`config.mk`:
```
export PLATFORM = sky130hd
export DESIGN_NAME = cmos_video_tx
export DESIGN_NICKNAME = d
export VERILOG_FILES = /design/src/rtl/cmos_video_tx.sv
export SDC_FILE = /design/constraint.sdc
export NUM_CORES = 1
export LEC_CHECK = 0
export CORE_MARGIN = 5
export CORE_UTILIZATION = 31
export CTS_BUF_LIST = sky130_fd_sc_hd__clkbuf_4 sky130_fd_sc_hd__clkbuf_8
export DETAILED_ROUTE_END_ITERATION = 7
export GPL_TIMING_DRIVEN = 0
export HOLD_SLACK_MARGIN = 0.1
export PLACE_DENSITY = 0.62
export REMOVE_ABC_BUFFERS = 1
export SLEW_MARGIN = 0
export SYNTH_ARGS = -nofsm -noshare
export SYNTH_HDL_FRONTEND = slang
export SYNTH_SLANG_ARGS = --single-unit
export TNS_END_PERCENT = 10
```
`constraint.sdc`:
```
create_clock -name cmos_clk_i -period 2.6 [get_ports cmos_clk_i]
set_clock_uncertainty 0.15 [all_clocks]
set_input_delay 0.26 -clock cmos_clk_i [delete_from_list [all_inputs] [get_ports cmos_clk_i]]
set_output_delay 0.26 -clock cmos_clk_i [all_outputs]
set_load 0.02 [all_outputs]
```
`src/rtl/cmos_video_tx.sv`:
```
// Boson-style parallel video transmitter. Pops 2-pixel words from an FWFT FIFO
// and emits registered vsync/hsync/valid/data, frames back-to-back while start is high.
module cmos_video_tx #(
    parameter int H_ACTIVE = 640,
    parameter int H_BLANK  = 16,
    parameter int V_ACTIVE = 512,
    parameter int V_BLANK  = 1000
) (
    input  logic        cmos_clk_i,
    input  logic        rst,
    input  logic        start,
    input  logic [31:0] fifo_data_i,
    input  logic        fifo_empty_i,
    output logic        fifo_re,
    output logic [15:0] cmos_data_o,
    output logic        cmos_vsync_o,
    output logic        cmos_hsync_o,
    output logic        cmos_valid_o,
    output logic        busy,
    output logic        underrun,
    output logic [15:0] frame_count
);

    localparam int CMAX = (V_BLANK > H_ACTIVE) ? ((V_BLANK > H_BLANK) ? V_BLANK : H_BLANK)
                                               : ((H_ACTIVE > H_BLANK) ? H_ACTIVE : H_BLANK);
    localparam int CW = $clog2(CMAX + 1);
    localparam int LW = $clog2(V_ACTIVE + 1);

    localparam logic [4:0] S_IDLE   = 5'b00001;
    localparam logic [4:0] S_VBLANK = 5'b00010;
    localparam logic [4:0] S_HBLANK = 5'b00100;
    localparam logic [4:0] S_ACTIVE = 5'b01000;
    localparam logic [4:0] S_TAIL   = 5'b10000;

    logic [4:0]    state, nstate;
    logic [CW-1:0] cnt, ncnt;
    logic [LW-1:0] line, nline;
    logic          frame_done;
    logic [15:0]   hold;

    assign busy = (state != S_IDLE);

    always_comb begin
        nstate     = state;
        ncnt       = cnt + 1'b1;
        nline      = line;
        frame_done = 1'b0;
        case (state)
            S_IDLE: begin
                ncnt = '0;
                if (start) nstate = S_VBLANK;
            end
            S_VBLANK: if (cnt == CW'(V_BLANK - 1)) begin
                nstate = S_HBLANK;
                ncnt   = '0;
                nline  = '0;
            end
            S_HBLANK: if (cnt == CW'(H_BLANK - 1)) begin
                nstate = S_ACTIVE;
                ncnt   = '0;
            end
            S_ACTIVE: if (cnt == CW'(H_ACTIVE - 1)) begin
                ncnt = '0;
                if (line < LW'(V_ACTIVE - 1)) begin
                    nline  = line + 1'b1;
                    nstate = S_HBLANK;
                end else begin
                    nstate = S_TAIL;
                end
            end
            S_TAIL: if (cnt == CW'(H_BLANK - 1)) begin
                frame_done = 1'b1;
                ncnt       = '0;
                nstate     = start ? S_VBLANK : S_IDLE;
            end
            default: begin
                nstate = S_IDLE;
                ncnt   = '0;
            end
        endcase
    end

    // Outputs are registered from the next-state decode so they line up with state.
    // fifo_re accompanies the even pixel; the FWFT head only advances a cycle later,
    // which is still before the next even-pixel fetch.
    always_ff @(posedge cmos_clk_i) begin
        if (rst) begin
            state        <= S_IDLE;
            cnt          <= '0;
            line         <= '0;
            hold         <= '0;
            fifo_re      <= 1'b0;
            cmos_data_o  <= '0;
            cmos_vsync_o <= 1'b0;
            cmos_hsync_o <= 1'b0;
            cmos_valid_o <= 1'b0;
            underrun     <= 1'b0;
            frame_count  <= '0;
        end else begin
            state        <= nstate;
            cnt          <= ncnt;
            line         <= nline;
            cmos_vsync_o <= (nstate == S_HBLANK) || (nstate == S_ACTIVE) || (nstate == S_TAIL);
            cmos_hsync_o <= (nstate == S_ACTIVE);
            cmos_valid_o <= (nstate == S_ACTIVE);
            fifo_re      <= 1'b0;
            cmos_data_o  <= '0;
            if (nstate == S_ACTIVE) begin
                if (!ncnt[0]) begin
                    if (!fifo_empty_i) begin
                        cmos_data_o <= fifo_data_i[15:0];
                        hold        <= fifo_data_i[31:16];
                        fifo_re     <= 1'b1;
                    end else begin
                        hold     <= '0;
                        underrun <= 1'b1;
                    end
                end else begin
                    cmos_data_o <= hold;
                end
            end
            if (frame_done) frame_count <= frame_count + 1'b1;
        end
    end

endmodule

```
==> results of run 1 <==
[per-stage QoR]
stage          setup WS [ns]  power (mW)  hold WS, ns  setup TNS [ns]  cells
2_1_floorplan          0.398        1.25        0.179               0    338
3_3_place_gp          -0.984        1.33        0.304          -22.12    547
3_5_place_dp           -1.03        1.33        0.311          -23.80    547
4_1_cts             -0.00805        2.28        0.296         -0.0156    563
5_1_grt               0.0177        2.35        0.300               0    563
6_report               0.213        2.26        0.313               0    563
[path summary, 6_finish.rpt]
kind | from | end | slack [ns] | cells after the start
setup / recovery | cnt[0]$_SDFF_PP0_ | frame_count[15]$_SDFFE_PP0P_ | 0.21 | 6
hold / removal | fifo_data_i[31] | hold[15]$_SDFFE_PP0P_ | 0.31 | 3
setup reg to reg | cnt[0]$_SDFF_PP0_ | frame_count[15]$_SDFFE_PP0P_ | 0.21 | 6
hold reg to reg | hold[14]$_SDFFE_PP0P_ | hold[14]$_SDFFE_PP0P_ | 0.32 | 2
[layer usage]
layer	up-vias	global-route usage
li1	1402	-
met1	1286	0.156
met2	42	0.216
met3	10	0.0235
met4	0	0.0625
met5	-	0
[registers in the layout, indices dropped and copies added (netlist names)]
register	count
hold	16
fifo_re	1
frame_count	16
state	5
cnt	10
cmos_vsync_o	1
cmos_data_o	16
cmos_valid_o	1
underrun	1
line	10
[Yosys cell counts (all sizes together), types with 5 or more instances]
library cell,count
a21oi,10
and2,5
and3,10
buf,9
clkbuf,9
dfxtp,77
inv,6
mux2i,16
nand2,47
nand3,14
nand4,13
nor2,39
nor3,8
nor4,6
o21ai,8
o2bb2ai,15
o31ai,6
xnor2,15
xor2,8
[worst max-delay path, cell delays in order, from the launching register on]
cell	delay, ns
dfxtp_1	0.44
ha_1	0.24
and3_2	0.31
and4_1	0.30
nand4_2	0.22
or4_1	0.52
a21oi_1	0.14
[area by class of cell]
type | count | area [sq um]
Sequential cell | 77 | 1540
Multi-Input combinational cell | 255 | 1640
Fill cell | 1051 | 6040
Inverter | 6 | 26.3
Tap cell | 136 | 170
Clock buffer | 9 | 124
Clock inverter | 5 | 77.6
Timing Repair Buffer | 75 | 748
[cells by family (layout without fill, tap and decap cells)]
kind of cell / after synthesis / in the layout / synth area share
xor gates and xnor gates: 23 / 23 / 0.0610
DFF: 77 / 77 / 0.467
and+or+nand+nor: 163 / 163 / 0.250
AOI/OAI and AO/OA: 50 / 50 / 0.119
muxes: 16 / 16 / 0.0485
adders and majority gates: 3 / 3 / 0.0114
buffers and inverters: 24 / 95 / 0.0432
[power groups by stage]
stage / clock, mW / combinational, mW / sequential (mW)
after floorplan: 0 / 0.0387 / 1.22
after global placement: 0 / 0.114 / 1.22
after detailed placement: 0 / 0.115 / 1.22
after CTS: 0.976 / 0.117 / 1.19
after global routing: 1.03 / 0.128 / 1.19
final: 0.952 / 0.117 / 1.19
[what timing repair did]
item / CTS / global route
pin swaps: 1 / 0
gates resized for setup: 3 / 4
hold endpoints to repair: 0 / 0
endpoints found under the setup margin: 20 / 30
gates cloned: 0 / 0
setup buffers: 2 / 0
==> flow_metrics.tcl, run 1 <==
set metrics [dict create \
    insertion_delay_ns 0.35 \
    combinationalPowerShare 0.052 \
    postCtsHoldBufs 0 \
    required_ns 2.72 \
    final_cell_mix "77 x dfxtp_1, 72 x clkdlybuf4s50_1, 47 x nand2_1" \
    syn_area_sq_um 3300 \
    cts_root_buf "clkbuf_8" \
    final_cell_area_sq_um 4330 \
    drive_gt1_frac 0.0609 \
    yosys-top-cells-area "dfxtp_1 47%, nand2_1 5.3%, mux2i_1 4.9%" \
    synthDistinctLibCells 46 \
    ys_ff_latch 77 \
    drt-total-wl_um 7940 \
    worstPathArrival_ns 2.51 \
    wl_met2_um 4050 \
    dr_wl_met3_um 225 \
    critPathLaunchType "register" \
    drv_cap 0 \
    max_freq_ghz 0.419 \
    start_util 0.318 \
    grt_max_degree 26 \
    synth_area_per_cell_sq_um 9.28 \
    met1Wirelength_um 3490 \
    finalHoldViolCount 0 \
    io_pins 74 \
    seq_power_share 0.526 \
    gp_congestion 0.757 \
    leakage_nw 1.53 \
    worst_hold_path_type "input port to register" \
    switching_power_mw 0.485 \
    finalCritPeriodShare 0.918 \
    fin_crit_ns 2.39 \
    syn_inst 356 \
    post_drt_via_cell_ratio 4.87 \
    critPathMaxFanout 10 \
    die_area_sq_um 12800 \
    async_flop_share 0 \
    htreeDepth 3 \
    cts-root-to-sink-buffers 2 \
    ant_nets 0 \
    cts_tree "built" \
    p_sw_frac 0.215 \
    synth_edf_count 0 \
    grt_pass1_wl_um 13300 \
    fp.dieW_um 113 \
    syn2layout_area_growth_pct 31.1 \
    critical_path_class "register to register" \
    grt_pass1_vias 2728 \
    intPower_mw 1.77 \
    setup_violations 0 \
    dr_total_vias 2740 \
    die_h_um 113 \
    yosysTopAreaCell "dfxtp_1" \
    wl_per_cell_um 14.1 \
    powerDensity_nw_per_um2 522 \
    drv_slew 0 \
    synth_seq_area_share 0.467 \
    tightest_slew_ns 1.07 \
    hpwl_um 5820 \
    track_usage 0.128 \
    drt_iter0_drc 177 \
    antenna_found_initial 0 \
    yosysWarnings 0 \
    antenna_cells 0 \
    dr.pass1.iters 5 \
    drc 0 \
    top_layer "met4" \
    grt_overflow 0 \
    num_rows 37 \
    fin_nets 463 \
    dpl_cell_area_sq_um 4080 \
    io_buffers 73 \
    vdd_ir_drop_max_v 0.000270 \
    max-slew-margin-rel 0.284 \
    synthFlopType "dfxtp_1" \
    cts_made_buffers 9 \
    path_clk_slew_ns 0.08 \
    netlist.area_leader.share 0.467 \
    cp-end-kind "register" \
    rsz0062_at_grt "no" \
    fin_util 0.418 \
    coreArea_sq_um 10400 \
    clkPwrFrac 0.422 \
    final_common_cell "dfxtp_1" \
    status "finished clean" \
    cts.sinks 77 \
]
No activity file was read; power rests on OpenSTA's default activity.
==> run 2: changes to the inputs <==
--- a/config.mk
+++ b/config.mk
@@ -8,6 +8,7 @@
 export CORE_MARGIN = 5
 export CORE_UTILIZATION = 31
 export CTS_BUF_LIST = sky130_fd_sc_hd__clkbuf_4 sky130_fd_sc_hd__clkbuf_8
+export CTS_CLUSTER_DIAMETER = 30
 export DETAILED_ROUTE_END_ITERATION = 7
 export GPL_TIMING_DRIVEN = 0
 export HOLD_SLACK_MARGIN = 0.1
==> results of run 2 <==
Same layout as run 1: the final DEF is identical, and so are final timing and power.
